==> src/rtl/clb_resp_analyzer_pkg.sv <==
// clb_resp_analyzer_pkg: shared state encoding, MISR defaults and compare helper
package clb_resp_analyzer_pkg;

    typedef enum logic [1:0] {
        IDLE   = 2'd0,
        RUN    = 2'd1,
        FINISH = 2'd2,
        DONE   = 2'd3
    } state_e;

    localparam logic [7:0] DEF_POLY = 8'h1D;
    localparam logic [7:0] DEF_SEED = 8'h00;

    function automatic logic is_mismatch(input logic s_dut, input logic co_dut,
                                         input logic s_ref, input logic co_ref);
        return (s_dut != s_ref) || (co_dut != co_ref);
    endfunction

endpackage

==> src/rtl/clb_resp_analyzer_misr2.sv <==
// clb_resp_analyzer_misr2: SIG_W-bit MISR with 2-bit parallel input, seed load and enable
module clb_resp_analyzer_misr2 #(
    parameter int              SIG_W = 8,
    parameter logic [SIG_W-1:0] POLY = 8'h1D,
    parameter logic [SIG_W-1:0] SEED = 8'h00
) (
    input  logic             clk,
    input  logic             rst,
    input  logic             ld_i,
    input  logic             en_i,
    input  logic [1:0]       d_i,
    output logic [SIG_W-1:0] sig_o
);

    logic [SIG_W-1:0] sig_q, sig_d;

    always_comb begin
        sig_d = ld_i ? SEED
              : en_i ? ({sig_q[SIG_W-2:0], 1'b0} ^ (sig_q[SIG_W-1] ? POLY : '0)
                        ^ {{(SIG_W-2){1'b0}}, d_i})
              : sig_q;
    end

    always_ff @(posedge clk or negedge rst) begin
        if (!rst) sig_q <= SEED;
        else      sig_q <= sig_d;
    end

    assign sig_o = sig_q;

endmodule

==> src/rtl/clb_resp_analyzer.sv <==
// clb_resp_analyzer: compares faulty and fault-free CLB responses, counts mismatches, compacts both into MISRs
module clb_resp_analyzer
    import clb_resp_analyzer_pkg::*;
#(
    parameter int               NPAT  = 16,
    parameter int               IDX_W = 5,
    parameter int               SIG_W = 8,
    parameter logic [SIG_W-1:0] POLY  = DEF_POLY,
    parameter logic [SIG_W-1:0] SEED  = DEF_SEED
) (
    input  logic             clk,
    input  logic             rst,
    input  logic             start,
    input  logic             smp_en,
    input  logic             s_dut,
    input  logic             co_dut,
    input  logic             s_ref,
    input  logic             co_ref,
    output logic             busy,
    output logic             done,
    output logic             pass,
    output logic [IDX_W-1:0] mism_cnt,
    output logic [IDX_W-1:0] first_fail,
    output logic             first_fail_vld,
    output logic [SIG_W-1:0] sig_dut,
    output logic [SIG_W-1:0] sig_ref
);

    state_e           state_q, state_d;
    logic [IDX_W-1:0] pat_idx_q, pat_idx_d, mism_q, mism_d, ff_q, ff_d;
    logic             ffv_q, ffv_d, pass_q, pass_d;
    logic             go, smp, mm;

    assign go  = start && (state_q == IDLE || state_q == DONE);
    assign smp = smp_en && state_q == RUN;
    assign mm  = smp && is_mismatch(s_dut, co_dut, s_ref, co_ref);

    always_comb begin
        state_d   = go ? RUN
                  : (smp && pat_idx_q == IDX_W'(NPAT - 1)) ? FINISH
                  : state_q == FINISH ? DONE
                  : state_q;
        pat_idx_d = go ? '0 : smp ? pat_idx_q + 1'b1 : pat_idx_q;
        mism_d    = go ? '0 : (mm && mism_q != '1) ? mism_q + 1'b1 : mism_q;
        ff_d      = go ? '0 : (mm && !ffv_q) ? pat_idx_q : ff_q;
        ffv_d     = go ? 1'b0 : ffv_q || mm;
        // Both conditions are required so MISR aliasing cannot mask a compare failure
        pass_d    = go ? 1'b0
                  : state_q == FINISH ? (mism_q == '0 && sig_dut == sig_ref)
                  : pass_q;
    end

    always_ff @(posedge clk or negedge rst) begin
        if (!rst) begin
            state_q   <= IDLE;
            pat_idx_q <= '0;
            mism_q    <= '0;
            ff_q      <= '0;
            ffv_q     <= 1'b0;
            pass_q    <= 1'b0;
        end else begin
            state_q   <= state_d;
            pat_idx_q <= pat_idx_d;
            mism_q    <= mism_d;
            ff_q      <= ff_d;
            ffv_q     <= ffv_d;
            pass_q    <= pass_d;
        end
    end

    clb_resp_analyzer_misr2 #(.SIG_W(SIG_W), .POLY(POLY), .SEED(SEED)) u_misr_dut (
        .clk  (clk),
        .rst  (rst),
        .ld_i (go),
        .en_i (smp),
        .d_i  ({s_dut, co_dut}),
        .sig_o(sig_dut)
    );

    clb_resp_analyzer_misr2 #(.SIG_W(SIG_W), .POLY(POLY), .SEED(SEED)) u_misr_ref (
        .clk  (clk),
        .rst  (rst),
        .ld_i (go),
        .en_i (smp),
        .d_i  ({s_ref, co_ref}),
        .sig_o(sig_ref)
    );

    assign busy           = state_q == RUN || state_q == FINISH;
    assign done           = state_q == DONE;
    assign pass           = pass_q;
    assign mism_cnt       = mism_q;
    assign first_fail     = ff_q;
    assign first_fail_vld = ffv_q;

endmodule
==> config.mk <==
export PLATFORM = sky130hd
export DESIGN_NAME = clb_resp_analyzer
export DESIGN_NICKNAME = d
export VERILOG_FILES = /design/src/rtl/clb_resp_analyzer_pkg.sv /design/src/rtl/clb_resp_analyzer_misr2.sv /design/src/rtl/clb_resp_analyzer.sv
export SDC_FILE = /design/constraint.sdc
export NUM_CORES = 1
export LEC_CHECK = 0
export ABC_AREA = 1
export CORE_UTILIZATION = 55
export DETAILED_ROUTE_END_ITERATION = 16
export GPL_ROUTABILITY_DRIVEN = 0
export PLACE_DENSITY = 0.84
export SLEW_MARGIN = 40
export SYNTH_ARGS = -nofsm -noshare
export SYNTH_HDL_FRONTEND = slang
export SYNTH_HIERARCHICAL = 1
export SYNTH_SLANG_ARGS = --single-unit
==> constraint.sdc <==
create_clock -name clk -period 4.83 [get_ports clk]
set_clock_uncertainty 0.05 [all_clocks]
set_input_delay 1.449 -clock clk [delete_from_list [all_inputs] [get_ports clk]]
set_output_delay 1.449 -clock clk [all_outputs]
set_load 0.01 [all_outputs]
==> summary by stage, run 1 <==
STA
The final count of hold timing violations came to 0. The slew at the pin closest to its max-slew limit is 0.443 ns. The count of pins over their slew limit is 0.

Subtracting the final worst setup slack from the clock period gives 3.22 ns. The setup TNS after final layout is 0 ns. The part of the cycle the worst path needs is 66.6%. The worst slew margin relative to its limit is ~70%. After layout, the worst setup slack is roughly 1.6 ns. The maximum operating frequency is 311 MHz. The final count of negative-setup-slack endpoints is 0. Setup repair after global routing left no endpoint under its margin.

Routing
The routed wire length is around 3.8 mm. The ratio of routed vias to standard cells is 4.76. The routed layout has 1676 vias. The DRC violations left is 0. The count of TritonRoute iterations in the first routing pass is 4. The final antenna-violating net count is 0.

The first routing iteration left 80 violations. Dividing the detail-routed wire length by the instance count gives 10.9 um.

Clock tree
The post-cts hold buffer count is 0. The count of buffers added by post-CTS timing repair for setup is 0. The number of sinks handled by clock tree synthesis is 35.

The root cell of the clock tree is clkbuf_4. The number of clock buffers inserted by TritonCTS is 5. Once the clock tree was built, the resizer swapped 0 gates to a different size. The longest clock path from root to sink contains 2 buffers.

The number of H-tree levels is 2. Clock-pin slew was measured on the worst setup and hold paths at 0.10 ns. The clock tree from TritonCTS is built.

The clock reaches the later pin of the worst-skew pair after 0.33 ns.

Floorplanning
The die covers 3710 sq um. Row generation in the floorplan step produced 21 rows. The floorplan step defined a core boundary enclosing 3340 sq um. The die is 60.9 um wide. The initial cell density of the core is 57.2%. 38 I/O pins were placed. Measured along the y axis, the die boundary spans 60.9 um.

Pwr
Sequential cells burn 38.1% of the power. The static leakage is 1.29 nW. The internal power consumption is 0.000849 W.

The switching share of power is between 40% and 50%. The total power density per cell area is 637 nW/um^2. Combinational cells account for 52.2% of the total power. The power dissipated by switching net loads is 0.000674 W. The maximum vdd drop is around 0.00032 V. Of the total power, the clock network draws 9.7%.

Global route
The via count of the first global-routing pass is 1471. The total global routing track utilization is 23.1%. The fraction of met2 tracks used by global routing is 37.4%. The maximum number of pins on one net before global-route repair is 36. The met3 track demand over resource is 5.76%.

For met1 alone, demand over resource in global routing was 30.5%. The global routing stage identified its most utilized layer as met2. The total congestion overflow after global routing is 0.

The number of antenna violations at the first check in global routing is 0. The first-pass GRT wire length is 6.22 mm.

Final layout
The number of antenna diodes in the final layout is 0. The number of nets in the layout is roughly 320. The area growth from synthesis to final layout is 25.2%. Leaving out fill and tap cells, the most frequent cell in the layout is nand2_1. Cells with a size suffix above 1 make up 6.21% of the layout. With fillers left out, the area of the finished cells amounts to 2390 sq um.

In the layout the commonest cells are nand2_1 (106), inv_1 (43), clkdlybuf4s50_1 (37).

Critical path
The worst register-to-register path begins at state_q[0]. The maximum cell stage delay along the critical path is 0.52 ns. STA classifies the critical path endpoint as an output port.

Of all nets on the critical path, the largest fanout is 4. For the worst setup path, the data arrival time is about 1.7 ns. Among all stages on the critical path, the largest delay is contributed by clkdlybuf4s50_1. Walking the worst path, the cells encountered are inv_1 -> ha_1 -> inv_1 -> clkdlybuf4s50_1.

The worst setup path is of the reg -> out kind. The cell family contributing the most delay on the critical path is buffers and inverters. Together, buffers and inverters on the worst path number 3. STA classifies the critical path startpoint as a register. The setup check on the worst reg-to-reg path leaves a slack of between 2 and 3 ns. STA puts the critical path data required time at 3.33 ns. By instance count, the cell type seen most on the critical path is inv_1. The critical path starts at state_q[0].

Placement
Detailed placement ended at an HPWL of 2.89 mm. After detailed placement, the total cell area comes to 2340 sq um. Prior to clock tree synthesis, the placed netlist has a worst setup slack of between 1.5 and 2 ns. The total of buffers placed on input and output ports is 37.

Logic synthesis
The net count after synthesis is 277. The total of warnings raised by yosys is 6. The total standard cell area after synthesis is about 1900 sq um. The number of synthesized register bits is 35.

After synthesis, flip-flops and latches occupy 45.9% of the total area. A synthesized cell averages 7.31 sq um. Synthesis produced a netlist whose cell count is about 260.

The number of distinct library cell variants in the gate-level netlist after synthesis is 21.

Worst hold path
The path category of the worst min-delay check is reg -> reg. The startpoint of the tightest hold check path is first_fail[1].

Run
The tool flagged a number of max-cap violations equal to 0.

Run status
The flow ran to the end, and the final reports show no timing, DRC or antenna violations.
worst paths after layout:
path	endpoint	depth (start not counted)
hold / removal	first_fail[1]	2
min in group asynchronous	first_fail[2]	2
hold reg to reg	first_fail[1]	2
setup reg to reg	u_misr_dut/sig_o[0]	7
setup / recovery	busy	4
max in group asynchronous	first_fail_vld	2
worst min-delay path: cells and delay by family, from the launching register on:
kind,cells,cell delay [ns]
flops,1,0.36
simple gates,2,0.10
final cells by class:
class                   instances  area (sq um)
clock buffers                   7          45.0
clock inverters                 1          5.00
fillers                       284           948
inverters                      46           173
multi-input cells             179           855
flip-flops and latches         35           876
well taps                      46          57.6
repair buffers                 38           378
routing by layer:
metal  routed length (um)  up-vias
met3                  152        5
met2                 1790       33
li1                     -      879
met1                 1840      759
met4                   50        0
met5                    0        -
registers in the layout (all words and copies together), names as in the netlist:
| signal | count |
|---|---|
| u_misr_ref/sig_o | 8 |
| first_fail | 5 |
| pass | 1 |
| u_misr_dut/sig_o | 8 |
| first_fail_vld | 1 |
| pat_idx_q | 5 |
| state_q | 2 |
| mism_cnt | 5 |
synth_stat cells, drive strengths merged:
library cell / instances / area share, %
o21ai: 7 / 1.8
inv: 46 / 9.0
dfrtp: 35 / 46
buf: 1 / 0.26
nand3: 19 / 5.5
xor2: 3 / 1.4
nand2: 110 / 22
a21oi: 5 / 1.3
nor2: 20 / 4.6
nor3: 2 / 0.52
o22ai: 2 / 0.66
xnor2: 2 / 0.92
nor3b: 1 / 0.39
ha: 8 / 5.2
logic make-up after synthesis:
logic type | share of synthesized area (%)
flip-flops | 45.9
XOR/XNOR | 2.30
buffers and inverters | 9.31
AO/OA/AOI/OAI | 3.80
AND/OR/NAND/NOR | 33.4
adder cells (fa/ha/maj) | 5.25
power groups by stage:
stage | sequential, W | combinational, W | clock, W
6_report | 0.000580 | 0.000794 | 0.000148
5_1_grt | 0.000602 | 0.000910 | 0.000163
4_1_cts | 0.000578 | 0.000801 | 0.000152
3_5_place_dp | 0.000584 | 0.000797 | 0
3_3_place_gp | 0.000578 | 0.000773 | 0
2_1_floorplan | 0.000593 | 0.000440 | 0
stage by stage:
stage          utilization, %  cells  hold WS, ns  power (W)
2_1_floorplan               -    261        0.399    0.00103
3_3_place_gp             70.1    344        0.403    0.00135
3_5_place_dp             70.1    344        0.412    0.00138
4_1_cts                  71.6    352        0.436    0.00153
5_1_grt                  71.6    352        0.478    0.00168
6_report                 71.6    352        0.433    0.00152
Note: power is estimated with default switching activity, not from simulation.
==> inputs of run 2 (changes only) <==
Settings changed: CORE_UTILIZATION 55 to 51, PLACE_DENSITY 0.84 to 0.79.
Clock period 4.83 ns to 3.2 ns, I/O delays scaled along.
==> run 2 against run 1 <==
Clock-buffer cell count stayed put. Via count shrank 1.4%. Clock power up 100%. Sequential share of layout area fell by 0.47 points. Non-clock buffer count unchanged. Wire length up 0.16%. First-iteration DRC count rose by 50%. Utilization decreased by 1.8 points. Critical path depth unchanged. Global-route usage decreased by 1.2 points. Critical path type unchanged. Largest cell class unchanged. Largest power group unchanged. Highest routed layer unchanged.
==> summary by stage, run 2 (synthesis gave the netlist of run 1 again) <==
Final layout
Commonest cells after routing, fill and taps aside: nand2_1 (106), inv_1 (43), clkdlybuf4s50_1 (37) (unchanged). The number of antenna repair diodes is 0 (unchanged). The commonest non-fill, non-tap cell in the layout is nand2_1 (unchanged). The number of nets in the layout came to 321 (unchanged). The share of cells above drive strength 1 is 6.21% (unchanged). The footprint of the multi-input gates was 855 sq um (unchanged). The number of filler instances in the final layout is 304 (was 284). The area growth from synthesis to final layout is 26.8% (was 25.2%).

The sequential cell area was 876 sq um (unchanged).

Pwr
The static leakage is 1.30 nW (was 1.29 nW). The total power density per cell area is 984 nW/um^2 (was 637 nW/um^2). The maximum vdd drop is 0.000453 V (was 0.000324 V).

Worst hold path
The path category of the worst min-delay check is reg -> reg (unchanged).

Floorplanning
The area inside the core boundary is 3470 sq um (was 3340 sq um). The floorplan die area came to 3990 sq um (was 3710 sq um). The number of placed I/O pins is 38 (unchanged).

The die extent in x is 63.2 um (was 60.9 um). The count of standard-cell rows is 21 (unchanged). The die boundary height is 63.2 um (was 60.9 um). The initial cell density of the core is 55.0% (was 57.2%).

Clock tree
The count of buffers added by post-CTS timing repair for setup is 0 (unchanged). The clock slew seen by the registers of the worst setup and hold paths was 0.07 ns (was 0.10 ns). The clock latency on the worst-skew pair is 0.29 ns (was 0.33 ns). The post-cts repair resize count is 0 (unchanged).

The number of buffers on the longest clock path is 2 (unchanged). The clock tree from TritonCTS is built (unchanged). The post-cts hold buffer count is 0 (unchanged). The number of clock buffers inserted by TritonCTS came to 5 (unchanged). The root cell of the clock tree is clkbuf_8 (was clkbuf_4). The number of sinks handled by clock tree synthesis was 35 (unchanged). The number of H-tree levels came to 2 (unchanged).

Routing
The detailed router's first-iteration violation count was 120 (was 80). The routed via count was 1653 (was 1676). The count of TritonRoute iterations in the first routing pass came to 4 (unchanged). The DRC violations left is 0 (unchanged).

The final antenna-violating net count is 0 (unchanged). The ratio of routed vias to standard cells was 4.70 (was 4.76). The average wire length per cell after detail routing came to 10.9 um (about the same).

The routed wire length came to 3.84 mm (was 3.83 mm).

Critical path
The critical path class is reg -> out (unchanged). The capturing element type of the critical path is an output port (unchanged). The data required time at the worst endpoint is 2.19 ns (was 3.33 ns).

The critical-path maximum fanout was 4 (unchanged). The sort of element at the start of the critical path was a register (unchanged). The arrival time of the worst setup path came to 1.66 ns (was 1.72 ns).

Global route
The number of antenna violations at the first check in global routing is 0 (unchanged). The total global routing track utilization is 21.9% (was 23.1%). The first-pass GRT wire length was 6.74 mm (was 6.22 mm). The total congestion overflow after global routing came to 0 (unchanged). The via count of the first global-routing pass is 1499 (was 1471). The maximum number of pins on one net before global-route repair is 36 (unchanged).

STA
The count of pins over their slew limit is 0 (unchanged). The slew at the pin closest to its max-slew limit is 0.454 ns (was 0.443 ns). The final hold slack was 0.426 ns (was 0.433 ns). Based on the critical path, the design can be clocked at up to 375 MHz. The final count of negative-setup-slack endpoints is 0 (unchanged). The setup TNS after final layout came to 0 ns (unchanged).

The final count of hold timing violations is 0 (unchanged). Setup repair after global routing missed its margin: false (unchanged). The final critical path time including I/O delays and setup is 2.67 ns. The part of the cycle the worst path needs is 83.3%. The worst slew margin relative to its limit came to 69.6% (was 70.4%).

Placement
The total of buffers placed on input and output ports came to 37 (unchanged). The detailed placement HPWL is 2.80 mm (was 2.89 mm).

Run
The total of max-cap violations is 0 (unchanged).

Run status
Outcome: complete, no violations (unchanged).
[run 2: cell counts in the layout (fill, tap and decap cells not counted)]
No cell type changed its count.
[run 2: area by class of cell]
class | instances | share of cell area, %
clock buffer | 7 | 3.15
clock inverter | 1 | 0.207
inverter | 46 | 7.14
multi-input combinational | 179 | 35.3
sequential | 35 | 36.2
tap | 46 | 2.38
timing repair buffer | 38 | 15.6
[run 2: routing by layer]
| metal | up-vias | GRT usage [%] | wire (um) |
|---|---|---|---|
| met5 | - | 0 | 0 |
| met4 | 0 | 9.30 | 76 |
| met3 | 10 | 5.07 | 139 |
| met2 | 31 | 33.5 | 1680 |
| met1 | 734 | 29.8 | 1940 |
| li1 | 878 | - | - |
[run 2: path summary, 6_finish.rpt]
check	slack [ns]	cells after the start	start	to
hold reg to reg	0.43	2	first_fail[0]	first_fail[0]
setup reg to reg	1.16	7	state_q[0]	u_misr_dut/sig_o[4]
setup / recovery	0.53	4	state_q[0]	busy
max in group asynchronous	1.76	2	rst	u_misr_ref/sig_o[6]
hold / removal	0.43	2	first_fail[0]	first_fail[0]
min in group asynchronous	1.04	2	rst	pass
[run 2: worst max-delay path, stage by stage (launching register included)]
cell	delay (ns)
dfrtp_1	0.39
inv_1	0.06
ha_1	0.33
inv_1	0.07
clkdlybuf4s50_1	0.52
[run 2: power breakdown]
group | total (W) | internal [W] | switching (W) | leakage, nW
logic | 0.00121 | 0.000563 | 0.000644 | 0.821
clock network | 0.000301 | 0.000152 | 0.000149 | 0.0422
registers | 0.000873 | 0.000635 | 0.000238 | 0.441
total | 0.00238 | 0.00135 | 0.00103 | 1.30
[run 2: through the flow]
step	util [%]	cell area [sq um]	setup slack [ns]	cells	power, W
finish	69.8	2420	0.534	352	0.00238
global route	69.8	2420	0.445	352	0.00261
CTS	69.8	2420	0.512	352	0.00239
detailed placement	67.4	2340	0.596	344	0.00208
global placement	67.4	2340	0.647	344	0.00204
floorplan	-	1910	1.39	261	0.00156
==> inputs of run 3 (changes only) <==
Clock period 3.2 ns to 2.6 ns, I/O delays scaled along.
==> run 3 against run 2 <==
Clock-buffer cell count is the same. Largest cell class unchanged. Register-to-register slack got worse by 0.29 ns. Critical endpoint unchanged. Non-clock buffer count rose by 2. First-iteration DRC count is 33% lower. Cell count rose by 0.57%. Via count is 5.7% higher. Sequential cell count unchanged. Critical path depth did not move. Die area is the same.
==> summary by stage, run 3 (synthesis gave the netlist of run 1 again) <==
STA
The worst setup slack after layout was 0.105 ns (was 0.534 ns). The final hold slack came to 0.422 ns (was 0.426 ns). The setup TNS after final layout is 0 ns (unchanged).

The part of the cycle the worst path needs is a little over nine tenths. Setup repair after global routing missed its margin: false (unchanged). The final count of hold timing violations was 0 (unchanged). The count of pins over their slew limit came to 0 (unchanged). The maximum operating frequency is 401 MHz. The final count of negative-setup-slack endpoints came to 0 (unchanged). The worst slew margin relative to its limit was 70.4% (was 69.6%). The slew at the pin closest to its max-slew limit came to 0.445 ns (was 0.454 ns). For the finished layout, the period the worst path requires is 2.50 ns.

Final layout
The share of cells above drive strength 1 came to 6.82% (was 6.21%). The commonest non-fill, non-tap cell in the layout is nand2_1 (unchanged). The area growth from synthesis to final layout is 27.6% (was 26.8%).

Commonest cells after routing, fill and taps aside: nand2_1 (106), inv_1 (43), clkdlybuf4s50_1 (37) (unchanged). The number of antenna repair diodes was 0 (unchanged). The number of nets in the layout came to 323 (was 321).

Global route
The number of antenna violations at the first check in global routing was 0 (unchanged). The via count of the first global-routing pass is 1550 (was 1499). The total global routing track utilization was 23.1% (was 21.9%). The first-pass GRT wire length is 7.04 mm (was 6.74 mm). The maximum number of pins on one net before global-route repair came to 36 (unchanged).

The total congestion overflow after global routing is 0 (unchanged).

Critical path
The data required time at the worst endpoint came to 1.77 ns (was 2.19 ns). The cell with the biggest individual delay on the critical path is clkdlybuf4s50_1 (unchanged). The arrival time of the worst setup path is 1.67 ns (was 1.66 ns). The sort of element at the start of the critical path is a register (unchanged). The critical path class is reg -> out (unchanged). The critical-path maximum fanout was 4 (unchanged). Cell Chain, Critical Path: inv_1 -> ha_1 -> inv_1 -> clkdlybuf4s50_1 (unchanged).

The most frequent cell on the critical path is inv_1 (unchanged). The maximum cell stage delay along the critical path is 0.52 ns (about the same). The capturing element type of the critical path is an output port (unchanged).

Floorplanning
The die boundary height is 63.2 um (unchanged). The floorplan die area is 3990 sq um (unchanged). The initial cell density of the core is 55.0% (unchanged). The count of standard-cell rows is 21 (unchanged).

The number of placed I/O pins is 38 (unchanged). The die extent in x is 63.2 um (unchanged). The area inside the core boundary is 3470 sq um (unchanged).

Clock tree
The clock slew seen by the registers of the worst setup and hold paths is 0.07 ns (about the same). The number of H-tree levels was 2 (unchanged). The number of sinks handled by clock tree synthesis is 35 (unchanged). The clock latency on the worst-skew pair is 0.29 ns (about the same). The root cell of the clock tree is clkbuf_8 (unchanged). The number of buffers on the longest clock path was 2 (unchanged).

The post-cts repair resize count is 0 (unchanged). The post-cts hold buffer count is 0 (unchanged). The count of buffers added by post-CTS timing repair for setup is 0 (unchanged). The number of clock buffers inserted by TritonCTS is 5 (unchanged). The clock tree from TritonCTS is built (unchanged).

Routing
The average wire length per cell after detail routing was 11.4 um (was 10.9 um). The ratio of routed vias to standard cells is 4.94 (was 4.70). The DRC violations left is 0 (unchanged).

The routed wire length was 4.05 mm (was 3.84 mm). The routed via count is 1747 (was 1653). The count of TritonRoute iterations in the first routing pass is 4 (unchanged). The detailed router's first-iteration violation count is 81 (was 120). The final antenna-violating net count was 0 (unchanged).

Worst hold path
The path category of the worst min-delay check is reg -> reg (unchanged).

Pwr
The maximum vdd drop came to 0.000567 V (was 0.000453 V). The portion of total power attributed to the clock network came to 13.0% (was 12.6%). The part of the power in combinational logic was 50.6% (was 50.7%). The sequential power share is 36.4% (was 36.7%). The power dissipated by switching net loads is 0.00129 W (was 0.00103 W). The static leakage came to 1.31 nW (was 1.30 nW). The internal power consumption is 0.00167 W (was 0.00135 W). The total power density per cell area was 1220 nW/um^2 (was 984 nW/um^2). The switching share of power is 43.6% (was 43.3%).

Run status
Outcome: complete, no violations (unchanged).

Placement
The worst setup slack after placement came to 0.403 ns (was 0.596 ns). The total of buffers placed on input and output ports came to 37 (unchanged). The detailed placement HPWL is 2.98 mm (was 2.80 mm).

Run
The total of max-cap violations was 0 (unchanged).
## run 3: changes by cell type in the layout (fill, tap and decap cells not counted)
cell and change:
buf_4 +2
## run 3: per-layer routing
| metal | up-vias | global-route usage (%) | share of wire, % |
|---|---|---|---|
| met5 | - | 0 | 0 |
| met4 | 0 | 12.2 | 2.2 |
| met3 | 9 | 4.35 | 4.1 |
| met2 | 48 | 37.4 | 47 |
| met1 | 814 | 29.2 | 46 |
| li1 | 876 | - | - |
## run 3: critical path, delay by kind of cell (launching register included)
kind                     cells  cell delay (ns)
adder cells (fa/ha/maj)      1             0.34
flip-flops                   1             0.40
buffers and inverters        3             0.64
## run 3: cell type report
| cell class | count | area [sq um] |
|---|---|---|
| inverters | 46 | 173 |
| multi-input cells | 179 | 855 |
| fillers | 309 | 1030 |
| clock buffers | 7 | 76.3 |
| repair buffers | 40 | 393 |
| well taps | 46 | 57.6 |
| flip-flops and latches | 35 | 876 |
| clock inverters | 1 | 5.00 |
## run 3: final timing paths
check                      depth (start not counted)                   to  slack (ns)           from
setup / recovery                                   4                 busy        0.10     state_q[0]
min in group asynchronous                          2  u_misr_dut/sig_o[2]        0.84            rst
setup reg to reg                                   7  u_misr_ref/sig_o[4]        0.87     state_q[0]
hold / removal                                     2        first_fail[3]        0.42  first_fail[3]
hold reg to reg                                    2        first_fail[3]        0.42  first_fail[3]
max in group asynchronous                          2  u_misr_ref/sig_o[4]        1.34            rst
## run 3: power groups by stage
stage | clock network (W) | logic [W] | registers [W]
5_1_grt | 0.000411 | 0.00170 | 0.00112
2_1_floorplan | 0 | 0.000818 | 0.00110
6_report | 0.000386 | 0.00150 | 0.00108
3_5_place_dp | 0 | 0.00151 | 0.00109
3_3_place_gp | 0 | 0.00145 | 0.00108
4_1_cts | 0.000389 | 0.00151 | 0.00108
## run 3: through the flow
step	instance area (sq um)	utilization, %	instances	total power, W
after floorplan	1910	-	261	0.00192
after global placement	2350	67.9	346	0.00253
after detailed placement	2350	67.9	346	0.00259
after CTS	2430	70.2	354	0.00298
after global routing	2430	70.2	354	0.00323
final	2430	70.2	354	0.00297
